`config.mk`:
```
export PLATFORM = sky130hd
export DESIGN_NAME = board_cover_flat
export DESIGN_NICKNAME = d
export VERILOG_FILES = /design/src/rtl/board_cover_if.sv /design/src/rtl/board_cover.sv /design/src/flat_wrapper.sv
export SDC_FILE = /design/constraint.sdc
export NUM_CORES = 1
export LEC_CHECK = 0
export BUFFER_PORTS_ARGS = -buffer_cell sky130_fd_sc_hd__buf_2
export CELL_PAD_IN_SITES_DETAIL_PLACEMENT = 0
export CELL_PAD_IN_SITES_GLOBAL_PLACEMENT = 2
export CORE_UTILIZATION = 45
export DETAILED_ROUTE_END_ITERATION = 10
export GPL_TIMING_DRIVEN = 0
export PLACE_DENSITY_LB_ADDON = 0.1
export SYNTH_ARGS = -nofsm -noshare
export SYNTH_HDL_FRONTEND = slang
export SYNTH_SLANG_ARGS = --single-unit
```
`constraint.sdc`:
```
create_clock -name clk -period 36.1 [get_ports clk]
set_clock_uncertainty 0.1 [all_clocks]
set_input_delay 10.83 -clock clk [delete_from_list [all_inputs] [get_ports clk]]
set_output_delay 10.83 -clock clk [all_outputs]
set_load 0.02 [all_outputs]
```
`src/rtl/board_cover_if.sv`:
```
// Command/status bundle between the game controller and the per-cell cover store.
interface board_cover_if #(
  parameter int unsigned X_COORD_BITS = 4,
  parameter int unsigned Y_COORD_BITS = 4
);
  logic                                flag;
  logic                                open;
  logic [X_COORD_BITS-1:0]             x_coord;
  logic [Y_COORD_BITS-1:0]             y_coord;
  logic [1:0]                          cell_val;
  logic                                opened_cell;
  logic [X_COORD_BITS+Y_COORD_BITS:0]  flag_count;

  modport master (
    output flag, open, x_coord, y_coord,
    input  cell_val, opened_cell, flag_count
  );

  modport slave (
    input  flag, open, x_coord, y_coord,
    output cell_val, opened_cell, flag_count
  );
endinterface

```
`src/rtl/board_cover.sv`:
```
// Per-cell cover state (covered / opened / flagged) for the minesweeper board,
// with a combinational read of the addressed cell and a newly-opened pulse.
module board_cover #(
  parameter int unsigned X_SIZE       = 16,
  parameter int unsigned Y_SIZE       = 16,
  parameter int unsigned X_COORD_BITS = 4,
  parameter int unsigned Y_COORD_BITS = 4
) (
  input  logic          clk,
  input  logic          reset,
  board_cover_if.slave  bus
);
  localparam int unsigned CELLS    = X_SIZE * Y_SIZE;
  localparam int unsigned IDX_BITS = X_COORD_BITS + Y_COORD_BITS;
  localparam int unsigned CNT_W    = IDX_BITS + 1;

  typedef enum logic [1:0] {
    CELL_COVERED = 2'b00,
    CELL_OPENED  = 2'b01,
    CELL_FLAGGED = 2'b10
  } cell_state_e;

  cell_state_e         cells [CELLS];
  logic [IDX_BITS-1:0] idx;
  logic                in_range;
  cell_state_e         cur;
  cell_state_e         wr_val;
  logic                wr_en;
  logic                pulse_d;
  logic                cnt_inc;
  logic                cnt_dec;

  always_comb begin
    in_range = (32'(bus.x_coord) < X_SIZE) && (32'(bus.y_coord) < Y_SIZE);
    idx      = IDX_BITS'(32'(bus.y_coord) * X_SIZE + 32'(bus.x_coord));
    cur      = cells[idx];
  end

  assign bus.cell_val = in_range ? cur : 2'b00;

  // flag wins over open; flagged cells are protected from opening
  always_comb begin
    wr_en   = 1'b0;
    wr_val  = cur;
    pulse_d = 1'b0;
    cnt_inc = 1'b0;
    cnt_dec = 1'b0;
    if (in_range) begin
      if (bus.flag) begin
        if (cur == CELL_FLAGGED) begin
          wr_en   = 1'b1;
          wr_val  = CELL_COVERED;
          cnt_dec = 1'b1;
        end else if (cur == CELL_COVERED) begin
          wr_en   = 1'b1;
          wr_val  = CELL_FLAGGED;
          cnt_inc = 1'b1;
        end
      end else if (bus.open && cur == CELL_COVERED) begin
        wr_en   = 1'b1;
        wr_val  = CELL_OPENED;
        pulse_d = 1'b1;
      end
    end
  end

  always_ff @(posedge clk or posedge reset) begin
    if (reset) begin
      for (int unsigned i = 0; i < CELLS; i++) begin
        cells[i] <= CELL_COVERED;
      end
      bus.opened_cell <= 1'b0;
      bus.flag_count  <= '0;
    end else begin
      if (wr_en) begin
        cells[idx] <= wr_val;
      end
      bus.opened_cell <= pulse_d;
      if (cnt_inc && bus.flag_count != CNT_W'(CELLS)) begin
        bus.flag_count <= bus.flag_count + CNT_W'(1);
      end else if (cnt_dec && bus.flag_count != '0) begin
        bus.flag_count <= bus.flag_count - CNT_W'(1);
      end
    end
  end
endmodule

```
`src/flat_wrapper.sv`:
```
// flat-port wrapper written by rule: the top's interface ports become plain ports
module board_cover_flat 
#(
  parameter int unsigned X_SIZE       = 16,
  parameter int unsigned Y_SIZE       = 16,
  parameter int unsigned X_COORD_BITS = 4,
  parameter int unsigned Y_COORD_BITS = 4
)
  (clk, reset, bus_flag, bus_open, bus_x_coord, bus_y_coord, bus_cell_val, bus_opened_cell, bus_flag_count);
  board_cover_if #(.X_COORD_BITS(X_COORD_BITS), .Y_COORD_BITS(Y_COORD_BITS)) bus_i ();
  input  logic clk;
  input  logic reset;
  input wire logic [$bits(bus_i.flag)-1:0] bus_flag;
  input wire logic [$bits(bus_i.open)-1:0] bus_open;
  input wire logic [$bits(bus_i.x_coord)-1:0] bus_x_coord;
  input wire logic [$bits(bus_i.y_coord)-1:0] bus_y_coord;
  output wire logic [$bits(bus_i.cell_val)-1:0] bus_cell_val;
  output wire logic [$bits(bus_i.opened_cell)-1:0] bus_opened_cell;
  output wire logic [$bits(bus_i.flag_count)-1:0] bus_flag_count;
  assign bus_i.flag = bus_flag;
  assign bus_i.open = bus_open;
  assign bus_i.x_coord = bus_x_coord;
  assign bus_i.y_coord = bus_y_coord;
  assign bus_cell_val = bus_i.cell_val;
  assign bus_opened_cell = bus_i.opened_cell;
  assign bus_flag_count = bus_i.flag_count;
  board_cover #(.X_SIZE(X_SIZE), .Y_SIZE(Y_SIZE), .X_COORD_BITS(X_COORD_BITS), .Y_COORD_BITS(Y_COORD_BITS)) u_core (.clk(clk), .reset(reset), .bus(bus_i));
endmodule
```
After elaboration in Yosys (flattened, before gate mapping)
Index checks and enable logic that the tools add are counted.
- $add $sub $neg: 3
- eq/ne operators: 2
- reduce and logical (&&, ||, !) cells: 7
- mux-type cells: 21
- magnitude comparators: 2
- bitwise operators: 1
- operators with widths (cell ; number):
    $bwmux 512 ; 1
    $mux 9 ; 2
    $bmux 2 s8 ; 1
    $demux 2 s8 ; 1
    $mux 2 ; 7
    $add 9x1->9 const B ; 1
    $ge 9x9->1 const B ; 1
    $lt 9x1->1 const B ; 1
    $mux 1 ; 9
    $ne 9x9->1 const B ; 1
    $not 8->9 ; 1
    $reduce_bool 9->1 ; 1
    $sub 9x1->9 const B ; 1
    $add 8x4->8 ; 1
    $logic_and 1x1->1 ; 4
    $eq 2x2->1 const B ; 1
    $logic_not 2->1 ; 1
    $reduce_bool 2->1 ; 1
- word-level logic and storage cells: 294
- flip-flop bits (word level): 522
- output and inout bits: 12
- input bits: 12

Longest topological paths before layout
Gate-level depths: netlist of the first run.
- word-level depth: 11
- gate-level depth with buffers: 22
- depth with buffers taken out: 18

Worst setup path before layout of the first run
OpenSTA, ideal clock, no wires.
- kind: input-to-output
- from: input port bus_x_coord[1]
- to: output port bus_cell_val[1]
- arrival: 12814 ps
- slack: 12356 ps
- data required time: 25170 ps
- path buffers: 3
- stages: 8
- cells stage by stage: buf_6 -> buf_6 -> buf_2 -> mux4_2 -> mux4_2 -> a21oi_1 -> a211oi_1 -> o32a_1
- word-level cells in the longest chain between the ends: 5
- ends and longest elaborated chain (element ; RTL line ; text):
    from (decl) ; flat_wrapper.sv:15 ; input wire logic [$bits(bus_i.x_coord)-1:0] bus_x_coord;
    $add 8x4->8 ; board_cover.sv:35 ; idx = IDX_BITS'(32'(bus.y_coord) * X_SIZE + 32'(bus.x_coord));
    $not 8->9 (not written as such) ; board_cover.sv:36 ; cur = cells[idx];
    $bmux 2 s8 ; board_cover.sv:36 ;
    $mux 2 (not written as such) (2 in a row) ; board_cover.sv:36 ;
    to (decl) ; flat_wrapper.sv:17 ; output wire logic [$bits(bus_i.cell_val)-1:0] bus_cell_val;
No other way between the ends. The select of a mux whose other input is x is not followed.

Worst setup path in the final report of the first run
- from: input port bus_x_coord[0]
- to: output port bus_cell_val[1]
Same word-level chain as after synthesis.

==> summary.txt, run 1 <==
Outcome
  – Failing checks: max-capacitance violations, max-slew violations
  – Outcome: finished with violations

Route
  – Vias: 19,153
  – Avg WL per Cell: 29.2 microns
  – Avg Vias per Cell: 6.18
  – Total wire length: 90,400 microns
  – # DRC: 0
  – DRT iter0 DRCs: 2,229
  – Post-route ant nets: 0
  – First-pass DRT Iterations: 7

Power
  – Cell Pwr Density: 52.0 nW/um^2
  – Internal power: 1.06 mW
  – Switching Share: 0.278
  – P_leak: 12.5 nW
  – Peak VDD IR: 0.0365 mV
  – Comb power frac: 0.138
  – Flop pwr share: 0.437
  – Clock power frac: 0.425
  – Switch Pwr: 0.408 mW

Logic synthesis
  – Syn Nets: 2,240
  – Average size of a mapped cell: 11.3 sq um
  – Cells after Synth: 2,218
  – Commonest register cell after synthesis: dfrtp_1
  – Number of synthesized flops with an enable pin: 0
  – Sequential cell area fraction in the yosys report: 0.521
  – Post-synthesis cell area: 25,100 sq um
  – Top post-synthesis cells by area: dfrtp_1, mux4_2, mux2_2, nand2_1, a21oi_1
  – Distinct cells, synth: 55
  – Yosys reg bits: 522
  – Synth warn: 0
  – Async S/R FF share, synth: 1.00
  – Top-area cell type share of the netlist area: 0.521
  – Synth area leader: dfrtp_1

Critical path
  – CP Launch Type: input pin
  – Critical Path RT: 25.17 ns
  – Critical Path Fanout Max: 10
  – CP Capture Type: primary output
  – Worst Path Arrival: 14.77 ns
  – Critical path origin: bus_x_coord[0]
  – Crit Path Category: in -> out
  – Reg2reg start: u_core.cells[418]

Layout
  – Fraction of layout cells with a size suffix above 1: 0.229
  – Layout area overhead: 12.6%
  – # diodes: 0
  – NumNets Final: 2,324
  – FILL cells: 4,942
  – Non-filler instance count after layout: 3,097
  – Post-route cell area: 28,200 sq um

Timing
  – Unrepaired setup endpoints after global routing: false
  – Slew Viols, Final: 11
  – Fmax achieved: 0.0389 GHz
  – Hold slack: 0.374 ns
  – Slew @ Worst Pin: 1.51 ns
  – Setup violations, final: 0
  – Tmin final: 25.70 ns
  – Final setup TNS: 0 ns
  – Fin. Hold Viols: 0
  – Relative slew slack: -0.00448
  – Final period utilization: 0.712

Global routing
  – GRT met3 Usage: 0.0720
  – Total Routing Usage GR: 0.326
  – Largest net degree at the start of global routing: 130
  – Initial antenna violation count: 0
  – Gr busiest metal: met2
  – GR Layer Usage met2: 0.488
  – First-pass GRT wire length: 132,000 microns
  – GRT Residual Overflow: 0
  – Met1 global-route usage: 0.472
  – Vias in the first global route: 19,072

Clock network
  – Clk pin slew, worst setup/hold paths: 0.05 ns
  – Worst-skew pair later-pin latency: 0.63 ns
  – Num CTS Buffers: 59
  – Clk buf depth: 3
  – Post-CTS Setup Bufs: 0
  – Sink Count: 522
  – CTS tree: built
  – Clock root buffer: clkbuf_16
  – H-Tree Depth: 2
  – Post-CTS Hold Buffers: 0
  – Post-cts sizing count: 0

Placement
  – Detailed placement HPWL: 61,200 microns
  – I/O Buffers: 18
  – GPL Wtd Cong: 0.883
  – Placed cell area: 26,200 sq um
  – Placed cell count: 2,989

Flow run
  – MaxCap Viol Count: 2

Die
  – DIE AREA: 56,600 sq um
  – Core Box Area: 55,100 sq um
  – Initial Util: 0.455
  – Row count: 86
  – Ports: 24
  – Die X: 238 microns
  – Die Ht: 238 microns

Worst hold path
  – Hold Crit Class: reg -> reg
  – HP Start: u_core.cells[500]
## routing by layer
metal / vias up / share of wire
met4: 0 / 0.031
met5: - / 0
met2: 839 / 0.44
li1: 8173 / -
met1: 9980 / 0.44
met3: 161 / 0.087
## power groups by stage
stage	Sequential (mW)	Combinational (mW)	Clock, mW
6_report	0.641	0.203	0.624
3_3_place_gp	0.650	0.196	0
4_1_cts	0.640	0.202	0.630
3_5_place_dp	0.650	0.201	0
5_1_grt	0.645	0.219	0.654
2_1_floorplan	0.651	0.127	0
## cell type report
type                       count  area, sq um  area share
multi-input combinational   1494        11100       0.392
clock buffer                  89         1800      0.0638
tap                          748          936      0.0332
sequential                   522        13100       0.463
clock inverter                19          201     0.00714
timing repair buffer          23          211     0.00749
inverter                       6         30.0     0.00106
buffer                       196          923      0.0327
## cells in the mapped netlist, types with 3 or more instances
cell      count
nor3_1        9
buf_6         9
mux4_2      126
ha_1          9
xnor2_1       5
nand2b_1     13
nor3_2        8
a21o_1        4
nand3_1      11
nor2_1      158
buf_4        10
dfrtp_1     522
o22ai_1      13
and2_1        3
buf_2        51
a22oi_1       3
nor4_1        4
or3_1         5
a21oi_1     209
inv_1         5
nand2_1     363
nor2_2        6
buf_1        11
mux2i_1       8
a221oi_1      8
a31oi_1     131
o21ai_0     153
mux4_1       10
clkbuf_1    112
mux2_2      200
nor2b_1       7
## sequential cells by signal, summed over array words and instances (netlist names)
name                    flops
u_core.cells              512
u_core.bus.flag_count       9
u_core.bus.opened_cell      1
## worst paths after layout
path / cells after the start / slack (ns) / to
max in group asynchronous: 4 / 24.20 / u_core.cells[447]
worst min register to register: 2 / 0.37 / u_core.cells[500]
worst min-delay path: 2 / 0.37 / u_core.cells[500]
worst max-delay path: 11 / 10.40 / bus_cell_val[1]
worst max register to register: 17 / 30.22 / u_core.bus.flag_count[8]
min in group asynchronous: 2 / 10.17 / u_core.cells[116]
## layout by cell type (no fill, tap or decap), drive strengths merged, types with 2 or more instances in the layout
cell    count
o21bai      2
a31oi     131
a21o        4
a211o       2
xnor2       5
nor2      164
clkinv     13
ha          9
mux2      200
buf       105
o32a        2
a21oi     209
a211oi      2
nand3b      2
a22oi       3
nand3      11
nor4        5
a221oi      8
nor3       17
inv         7
o22ai      13
xor2        2
o21ai     154
and2        3
o32ai       2
mux4      136
dfrtp     522
clkbuf    203
mux2i       8
bufinv      4
nand2     363
nor2b       7
nand2b     13
or3         5
## logic make-up (layout without fill, tap and decap cells)
kind of cell / after synthesis / count (layout) / share of synthesized area
AOI/OAI and AO/OA: 539 / 539 / 0.119
xor gates and xnor gates: 7 / 7 / 0.00245
adders and majority gates: 10 / 10 / 0.00529
buffers and inverters: 202 / 333 / 0.0378
DFF: 522 / 522 / 0.521
muxes: 344 / 344 / 0.217
and+or+nand+nor: 594 / 594 / 0.0971
## per-stage QoR
| stage | total power, mW | utilization | setup slack [ns] |
|---|---|---|---|
| floorplan | 0.778 | - | 10.59 |
| global placement | 0.846 | 0.473 | 4.94 |
| detailed placement | 0.851 | 0.476 | 10.50 |
| CTS | 1.47 | 0.512 | 10.50 |
| global route | 1.52 | 0.512 | 10.34 |
| finish | 1.47 | 0.512 | 10.40 |
## critical path, stage by stage
cell and delay [ns]:
buf_6 0.15, buf_6 0.26, buf_6 0.30, inv_2 0.22, nor3_1 1.18, a22oi_1 0.31
nand2_1 0.14, a21oi_1 0.05, a211oi_1 0.74, o32a_1 0.34, buf_2 0.20
(Power assumes the default switching activity.)
==> inputs of run 2 (changes only) <==
Settings changed: CORE_UTILIZATION 45 to 40.
Clock period 36.1 ns to 20.8 ns, I/O delays scaled along.
==> summary.txt, run 2 (synthesis results as in run 1) <==
Critical path
  – CP delay by family, top: compound AO/OA/AOI/OAI gates
  – CP Buf/Inv Count: 5
  – Reg2reg start: u_core.cells[500]
  – Critical Path Fanout Max: 10
  – CP max stage delay: 1.20 ns
  – Reg-to-reg endpoint: u_core.bus.flag_count[8]
  – Crit Path Category: in -> out
  – Worst Path Arrival: 10.26 ns
  – CP max stage cell: nor3_1
  – Most used cell, CP: buf_6
  – Reg2Reg Depth: 17
  – Critical Path RT: 14.46 ns
  – R2R setup slack: 15.00 ns
  – Crit path cell chain: buf_6, buf_6, buf_6, inv_2, nor3_1, a22oi_1, nand2_1, a21oi_1, a211oi_1, o32a_1, buf_2
  – CP Launch Type: input pin
  – CP Capture Type: primary output

Layout
  – Regs by FF count: u_core.cells: 512 flops, u_core.bus.flag_count: 9 flops, u_core.bus.opened_cell: 1 flops
  – Core Util, Final: 0.460
  – Max FFs per register: 512
  – Commonest non-fill, non-tap cell in the layout: dfrtp_1
  – Top reg by flops: u_core.cells
  – NumNets Final: 2,333
  – Most frequent cells in the layout: dfrtp_1, nand2_1, a21oi_1
  – Fraction of layout cells with a size suffix above 1: 0.231
  – Layout area overhead: 13.5%

Timing
  – Relative slew slack: 0.0250
  – Fin. Hold Viols: 0
  – Unrepaired setup endpoints after global routing: false
  – Slew Viols, Final: 0
  – Tmin final: 16.60 ns
  – Final period utilization: 0.798
  – Slew @ Worst Pin: 1.45 ns
  – Final setup TNS: 0 ns
  – Setup violations, final: 0
  – Fmax achieved: 0.0603 GHz

Power
  – Flop pwr share: 0.439
  – Switch Pwr: 0.710 mW
  – Internal power: 1.82 mW
  – Cell Pwr Density: 89.1 nW/um^2
  – Comb power frac: 0.141
  – Switching Share: 0.280
  – P_leak: 12.5 nW
  – Clock power frac: 0.420
  – Peak VDD IR: 0.0708 mV
  – Tot Pwr: 2.53 mW

Placement
  – I/O Buffers: 18
  – Detailed placement HPWL: 63,900 microns
  – GPL Wtd Cong: 0.888

Outcome
  – Outcome: complete, no violations

Route
  – # DRC: 0
  – Avg WL per Cell: 29.3 microns
  – Avg Vias per Cell: 5.99
  – First-pass DRT Iterations: 5
  – Post-route ant nets: 0
  – DRT iter0 DRCs: 2,000
  – Total wire length: 93,400 microns
  – Vias: 19,123

Clock network
  – Sink Count: 522
  – Clock root buffer: clkbuf_16
  – Worst-skew pair later-pin latency: 0.65 ns
  – Clk pin slew, worst setup/hold paths: 0.05 ns
  – CTS tree: built
  – Clk buf depth: 3
  – Post-cts sizing count: 0
  – Post-CTS Hold Buffers: 0
  – Num CTS Buffers: 59
  – Post-CTS Setup Bufs: 0
  – H-Tree Depth: 2

Global routing
  – Largest net degree at the start of global routing: 43
  – Vias in the first global route: 18,938
  – Initial antenna violation count: 1
  – Total Routing Usage GR: 0.299
  – GRT Residual Overflow: 0
  – First-pass GRT wire length: 136,000 microns

Flow run
  – MaxCap Viol Count: 0

Die
  – Die Ht: 252 microns
  – Initial Util: 0.405
  – Row count: 91
  – DIE AREA: 63,600 sq um
  – Core Box Area: 61,800 sq um
  – Die X: 252 microns
  – Ports: 24

Worst hold path
  – WHS Path Cells: 2
  – HP Start: u_core.cells[483]
  – Hold Crit Class: reg -> reg
  – Hold EP: u_core.cells[483]
[run 2: cell types whose count changed in the layout (fill, tap and decap cells not counted), sizes merged]
cell and delta:
diode +1, clkinv -5, buf +9, bufinv -1
clkbuf +1, inv +1
[run 2: stage by stage]
step	std cells	hold WS, ns	setup slack, ns	cell area [sq um]
final	3192	0.374	4.20	28400
after CTS	3191	0.378	4.24	28400
after global placement	3073	0.357	4.12	26200
after floorplan	2218	0.342	6.24	25100
after detailed placement	3087	0.365	4.25	26500
after global routing	3191	0.390	4.21	28400
[run 2: tightest hold or removal path, delay by kind of cell (launching register included)]
family | cells | cell delay (ns)
compound gates | 1 | 0.06
flops | 1 | 0.33
simple gates | 1 | 0.04
[run 2: metal layers]
layer	GRT usage	vias up	routed length, microns
met2	0.459	770	42400
met5	0	-	0
met4	0.0752	0	1990
met3	0.0543	131	7390
li1	-	8225	-
met1	0.437	9997	41600
[run 2: worst max-delay path by stage]
stage                              start           endpoint  slack, ns  cells after the start
after floorplan           bus_x_coord[1]    bus_cell_val[1]       6.24                      8
after global placement             reset  u_core.cells[199]       4.12                      2
after detailed placement  bus_x_coord[3]    bus_cell_val[1]       4.25                     10
after CTS                 bus_x_coord[3]    bus_cell_val[1]       4.24                     10
after global routing      bus_x_coord[0]    bus_cell_val[1]       4.21                     11
final                     bus_x_coord[0]    bus_cell_val[1]       4.20                     11
[run 2: layout make-up]
type / count / area [sq um]
buffer: 196 / 923
tap: 837 / 1050
sequential: 522 / 13100
multi-input combinational: 1494 / 11100
timing repair buffer: 32 / 370
fill: 5778 / 33400
clock inverter: 14 / 156
inverter: 6 / 26.3
antenna: 1 / 2.50
clock buffer: 90 / 1790
[run 2: power by group through the flow]
| stage | clock, mW | sequential [mW] | combinational, mW |
|---|---|---|---|
| after global routing | 1.12 | 1.12 | 0.385 |
| after CTS | 1.08 | 1.11 | 0.357 |
| after detailed placement | 0 | 1.13 | 0.356 |
| after global placement | 0 | 1.13 | 0.343 |
| final | 1.07 | 1.11 | 0.356 |
| after floorplan | 0 | 1.13 | 0.220 |
